<file path="config.mk">
export PLATFORM = sky130hd
export DESIGN_NAME = anton_neopixel_sequencer
export DESIGN_NICKNAME = d
export VERILOG_FILES = /design/src/rtl/anton_neopixel_sequencer_pkg.sv /design/src/rtl/anton_neopixel_slot_counter.sv /design/src/rtl/anton_neopixel_sequencer.sv
export SDC_FILE = /design/constraint.sdc
export NUM_CORES = 1
export LEC_CHECK = 0
export CORE_AREA = 8 8 67 69
export DETAILED_ROUTE_END_ITERATION = 10
export DIE_AREA = 0 0 75 77
export GPL_TIMING_DRIVEN = 0
export PLACE_DENSITY_LB_ADDON = 0.15
export SKIP_CTS_REPAIR_TIMING = 1
export SYNTH_ARGS = -nofsm -noshare
export SYNTH_HDL_FRONTEND = slang
export SYNTH_SLANG_ARGS = --single-unit
</file>
<file path="constraint.sdc">
create_clock -name clk -period 5 [get_ports clk]
set_clock_uncertainty 0.2 [all_clocks]
set_input_delay 0.75 -clock clk [delete_from_list [all_inputs] [get_ports clk]]
set_output_delay 0.75 -clock clk [all_outputs]
set_load 0.1 [all_outputs]
</file>
<file path="src/rtl/anton_neopixel_sequencer_pkg.sv">
// Shared encodings for the NeoPixel sequencer.
// Line states, sequencer FSM encoding and sizing helpers.
package anton_neopixel_sequencer_pkg;

  localparam int BUFFER_END_DEFAULT = 63;

  localparam logic STATE_TRANSMIT = 1'b1;
  localparam logic STATE_RESET = 1'b0;

  typedef enum logic [1:0] {
    SEQ_IDLE = 2'd0,
    SEQ_RESET_WAIT = 2'd1,
    SEQ_TRANSMIT = 2'd2
  } seqState_t;

  function automatic int clog2(input int v);
    int r;
    r = 0;
    while ((1 << r) < v) r++;
    return r;
  endfunction

endpackage

</file>
<file path="src/rtl/anton_neopixel_slot_counter.sv">
// Slot prescaler, bit-pattern slot and bit-within-pixel cascade.
// pixelCarry flags the edge on which the last slot of a pixel ends.
module anton_neopixel_slot_counter #(
  parameter int SLOT_CLOCKS = 1
) (
  input  logic       clk,
  input  logic       syncResetN,
  input  logic       enable,
  input  logic       clear,
  output logic [2:0] bitPatternIndex,
  output logic [4:0] pixelBitIndex,
  output logic       pixelCarry
);

  localparam int PW =
    (SLOT_CLOCKS > 1) ? $clog2(SLOT_CLOCKS) : 1;
  localparam int SLOT_LAST_I = SLOT_CLOCKS - 1;
  localparam logic [PW-1:0] SLOT_LAST =
    SLOT_LAST_I[PW-1:0];

  logic [PW-1:0] prescale;
  logic slotTick;
  logic bitTick;

  assign slotTick = enable && (prescale == SLOT_LAST);
  assign bitTick = slotTick && (bitPatternIndex == 3'd7);
  assign pixelCarry = bitTick && (pixelBitIndex == 5'd23);

  always_ff @(posedge clk) begin
    if (!syncResetN || clear) begin
      prescale <= '0;
      bitPatternIndex <= '0;
      pixelBitIndex <= '0;
    end else if (enable) begin
      prescale <= slotTick ? '0 : prescale + 1'b1;
      if (slotTick)
        bitPatternIndex <= bitPatternIndex + 3'd1;
      if (bitTick)
        pixelBitIndex <= (pixelBitIndex == 5'd23) ?
          5'd0 : pixelBitIndex + 5'd1;
    end
  end

endmodule

</file>
<file path="src/rtl/anton_neopixel_sequencer.sv">
// NeoPixel frame sequencer: frame FSM, pixel index and latch gap.
// Frame controls are shadowed at frame start.
module anton_neopixel_sequencer
  import anton_neopixel_sequencer_pkg::*;
#(
  parameter int BUFFER_END = BUFFER_END_DEFAULT,
  parameter int SLOT_CLOCKS = 1,
  parameter int RESET_CLOCKS = 400,
  localparam int BUFFER_BITS = clog2(BUFFER_END + 1)
) (
  input  logic                   clk,
  input  logic                   syncResetN,
  input  logic                   regCtrlRun,
  input  logic                   regCtrlLoop,
  input  logic                   regCtrl32bit,
  input  logic                   regCtrlLimit,
  input  logic [BUFFER_BITS-1:0] regMax,
  output logic                   state,
  output logic [BUFFER_BITS-1:0] pixelIndex,
  output logic [4:0]             pixelBitIndex,
  output logic [2:0]             bitPatternIndex,
  output logic                   streamSync,
  output logic                   regCtrlRunClear
);

  localparam int GW =
    (RESET_CLOCKS > 1) ? $clog2(RESET_CLOCKS) : 1;
  localparam int GAP_LAST_I = RESET_CLOCKS - 1;
  localparam logic [GW-1:0] GAP_LAST =
    GAP_LAST_I[GW-1:0];
  localparam logic [BUFFER_BITS-1:0] END_IDX =
    BUFFER_END[BUFFER_BITS-1:0];
  localparam logic [BUFFER_BITS-1:0] STEP1 =
    BUFFER_BITS'(1);
  localparam logic [BUFFER_BITS-1:0] STEP4 =
    BUFFER_BITS'(4);

  seqState_t cur;
  seqState_t nxt;

  logic [GW-1:0] gapCnt;
  logic gapDone;
  logic afterFrame;
  logic shadow32;
  logic shadowLimit;
  logic [BUFFER_BITS-1:0] shadowMax;
  logic [BUFFER_BITS-1:0] lastIdx;
  logic lastPixel;
  logic pixelCarry;
  logic slotEnable;
  logic slotClear;
  logic abortFrame;
  logic frameEnd;
  logic frameStart;
  logic syncNext;
  logic runClearNext;

  assign gapDone =
    (cur == SEQ_RESET_WAIT) && (gapCnt == GAP_LAST);
  // regMax beyond the buffer clamps to the buffer end
  assign lastIdx =
    (shadowLimit && (shadowMax < END_IDX)) ?
    shadowMax : END_IDX;
  assign lastPixel = shadow32 ?
    ((pixelIndex >> 2) == (lastIdx >> 2)) :
    (pixelIndex == lastIdx);
  assign abortFrame = (cur == SEQ_TRANSMIT) && !regCtrlRun;
  assign frameEnd = pixelCarry && lastPixel;
  assign frameStart =
    (nxt == SEQ_TRANSMIT) && (cur != SEQ_TRANSMIT);
  assign slotEnable = (cur == SEQ_TRANSMIT) && regCtrlRun;
  assign slotClear = (nxt != SEQ_TRANSMIT);

  anton_neopixel_slot_counter #(
    .SLOT_CLOCKS(SLOT_CLOCKS)
  ) slotCounter (
    .clk(clk),
    .syncResetN(syncResetN),
    .enable(slotEnable),
    .clear(slotClear),
    .bitPatternIndex(bitPatternIndex),
    .pixelBitIndex(pixelBitIndex),
    .pixelCarry(pixelCarry)
  );

  always_ff @(posedge clk) begin
    if (!syncResetN) cur <= SEQ_RESET_WAIT;
    else cur <= nxt;
  end

  always_comb begin
    nxt = cur;
    unique case (cur)
      SEQ_RESET_WAIT:
        if (gapDone)
          nxt = regCtrlRun ? SEQ_TRANSMIT : SEQ_IDLE;
      SEQ_IDLE:
        if (regCtrlRun) nxt = SEQ_TRANSMIT;
      SEQ_TRANSMIT:
        if (abortFrame || frameEnd) nxt = SEQ_RESET_WAIT;
      default: nxt = SEQ_RESET_WAIT;
    endcase
  end

  always_comb begin
    state = STATE_RESET;
    syncNext = 1'b0;
    runClearNext = 1'b0;
    unique case (1'b1)
      cur == SEQ_TRANSMIT: begin
        state = STATE_TRANSMIT;
        runClearNext = frameEnd && !regCtrlLoop;
      end
      gapDone: syncNext = afterFrame;
      default: ;
    endcase
  end

  always_ff @(posedge clk) begin
    if (!syncResetN) begin
      gapCnt <= '0;
      afterFrame <= 1'b0;
      shadow32 <= 1'b0;
      shadowLimit <= 1'b0;
      shadowMax <= '0;
      pixelIndex <= '0;
      streamSync <= 1'b0;
      regCtrlRunClear <= 1'b0;
    end else begin
      streamSync <= syncNext;
      regCtrlRunClear <= runClearNext;
      gapCnt <= (cur == SEQ_RESET_WAIT && !gapDone) ?
        gapCnt + 1'b1 : '0;
      if (cur == SEQ_TRANSMIT && nxt == SEQ_RESET_WAIT)
        afterFrame <= 1'b1;
      else if (gapDone)
        afterFrame <= 1'b0;
      if (frameStart) begin
        shadow32 <= regCtrl32bit;
        shadowLimit <= regCtrlLimit;
        shadowMax <= regMax;
      end
      if (nxt != SEQ_TRANSMIT)
        pixelIndex <= '0;
      else if (pixelCarry)
        pixelIndex <= pixelIndex +
          (shadow32 ? STEP4 : STEP1);
    end
  end

endmodule

</file>
==> metrics <==
status complete, no violations; drt total wl 3.91 mm; worst hold path type register to register; R2R Setup Slk 2500 ps; CTS buffer count 5; via/cell ratio about 5.4; Core Util, Final 63.6%; placer congestion estimate 0.813; CP Max Fanout 6; CP required 4050 ps; Die H 77 um; layout cells sized above 1 ~6.1%; Buffers on Ports 28; post-route DRC violation count 0; overall global routing resource usage 14.8%; largest net degree at the start of global routing 11; Worst Setup Path Type register to output pin; final setup fails 0; mux share of post-synthesis cell area 7.12%; Initial Util 52.3%; pwr/cell area 216 mW/mm^2; Max-Cap Viols 0; most frequent cell after synthesis dfxtp_1; num ports 29; Core Rows 22; fin crit period ~3400 ps; Final Non-Filler Cells 278; area grow syn2layout 21.6%; drt first-iter violations 81; Clk Latency, worst-skew pair around 340 ps; Critical R2R Capture afterFrame; Simple-Gate Fraction of Synth Area 27.0%; Synth async-reset ratio 0%; drt pass-1 iters 4; max_slew headroom 33.2%; Seq cells post-synth 37; initial antenna violation count 0; hold wc startpoint gapCnt[0]; fmax approximately 300 MHz; fin nets 249; vias in the first global route 1,432; n_diodes 0; worst reg2reg path startpoint slotCounter.bitPatternIndex[0]; Final Max Tran Viols 0; crit path cell chain inv_1 > nor2_1 > clkdlybuf4s50_1; Post-Synth XOR/XNOR Area 8.15%; top cells by area, synth dfxtp_1 (41%), mux2i_1 (7.1%), ha_1 (4.8%); Yosys cell types 42; Critical Path Start Type register; Post-Synth Adder-Cell Area under 10%; main combinational cell family by area after synthesis simple AND/OR/NAND/NOR gates; TritonCTS clock tree done; Largest stage delay, worst path 1200 ps; die width about 75 um; worst slew pin tran between 900 and 1000 ps; Critical Path End Type output pin; cell taking the most area after synthesis dfxtp_1; Synth top cells by count dfxtp_1 (37), nand2_1 (17), nor2_1 (14), mux2i_1 (13), nor2b_1 (12); CTS H-Tree Depth 2; Hold Path Sink gapCnt[0]; Mapped Cells 195; Syn Area/Cell 9.37 um^2; Die Area 0.00578 mm^2; Yosys top cell area share 40.5%; root buffer cell clkbuf_4; fin crit share between 60% and 70%; Post-synth EDFFs 0; RSZ-0062 raised after global routing no; Cells after DPL roughly 270; fillers approximately 300; Avg WL per Cell 14.1 um; Clock Pin Slew Worst Setup and Hold Paths 100 ps; Yosys Warn Count 0; Mapped Nets 214; peak supply drop about 0.23 mV; TNS Setup 0 ps; Detailed Place HPWL 2.98 mm; hold violation count in the final report 0; final antenna-violating net count 0; Clock Sinks 37; sequential area share after synthesis 40.5%; clock buffer depth 2; compound-cell area share of the yosys netlist under 10%; Cell Area, Synth 0.00183 mm^2; Remaining Overflow, GRT 0; critical path arrival between 2000 and 2500 ps; Hold WS around 270 ps; global-route wire length before repair approximately 6.7 mm; via count 1,503; Post-synth top flop dfxtp_1; hold path depth 1; Worst R2R Path Depth 8; Placeable Area 0.00350 mm^2; critical path's slowest cell clkdlybuf4s50_1; LEAKAGE between 0.8 and 0.9 nW
worst max-delay path: cells and delay by family (launching register included):
family                 cells  cell delay (ps)
flip-flops                 1              430
buffers and inverters      2             1340
AND/OR/NAND/NOR            1              290
per-stage QoR:
stage / power, W / worst slack (ps) / area, um^2
floorplan: 0.000314 / 2020 / 1830
global placement: 0.000326 / 1830 / 2170
detailed placement: 0.000326 / 1790 / 2170
CTS: 0.000485 / 1640 / 2220
global route: 0.000499 / 1570 / 2220
finish: 0.000480 / 1640 / 2220
state kept, by name, indices dropped and copies added (netlist names), 2 cells and up:
signal / flops
cur: 2
gapCnt: 9
pixelIndex: 6
shadowMax: 6
slotCounter.bitPatternIndex: 3
slotCounter.pixelBitIndex: 5
cell usage in the layout, fill, tap and decap left out, drive strengths merged, types with 3 or more instances in the layout:
| cell type | count |
|---|---|
| xor2 | 8 |
| nand3 | 9 |
| o21ai | 3 |
| a21oi | 4 |
| dfxtp | 37 |
| clkdlybuf4s50 | 28 |
| a31oi | 3 |
| xnor2 | 9 |
| clkbuf | 10 |
| buf | 4 |
| nand2 | 17 |
| ha | 7 |
| nor4 | 7 |
| nor2b | 12 |
| nand4 | 3 |
| a2111oi | 3 |
| nor3 | 8 |
| and3 | 3 |
| nor2 | 14 |
| inv | 6 |
| mux2i | 13 |
how the worst max path moves through the flow:
stage / to / slack [ps] / from / depth (start not counted)
after detailed placement: afterFrame / 1790 / regCtrlRun / 7
final: state / 1640 / cur[1] / 3
after CTS: state / 1640 / cur[1] / 3
after global placement: afterFrame / 1830 / regCtrlRun / 7
after global routing: state / 1570 / cur[1] / 3
after floorplan: afterFrame / 2020 / slotCounter.bitPatternIndex[0] / 8
final cells by class:
cell class / instances / area [um^2] / area share [%]
Multi-Input combinational cell: 145 / 1020 / 46.1
Sequential cell: 37 / 741 / 33.3
Timing Repair Buffer: 28 / 280 / 12.6
Tap cell: 48 / 60.1 / 2.70
Clock buffer: 7 / 55.1 / 2.48
Buffer: 7 / 40.0 / 1.80
Inverter: 6 / 22.5 / 1.01
cell families after synthesis:
group	after synthesis
multiplexers	13
AO/OA/AOI/OAI	21
AND/OR/NAND/NOR	87
adder cells (fa/ha/maj)	7
buffers and inverters	13
flip-flops	37
XOR/XNOR	17
report_power, final:
part | total, W | internal (W) | switching (W)
Clock | 0.000160 | 0.0000664 | 0.0000941
Combinational | 0.0000209 | 0.0000120 | 0.00000887
Sequential | 0.000299 | 0.000297 | 0.00000203
layer usage:
metal / wire, um / GRT usage, %
met5: 0 / 0
met4: 110 / 6.86
met3: 185 / 5.33
met2: 1900 / 22.9
met1: 1710 / 17.4
Power figures use the tool's default switching activity.
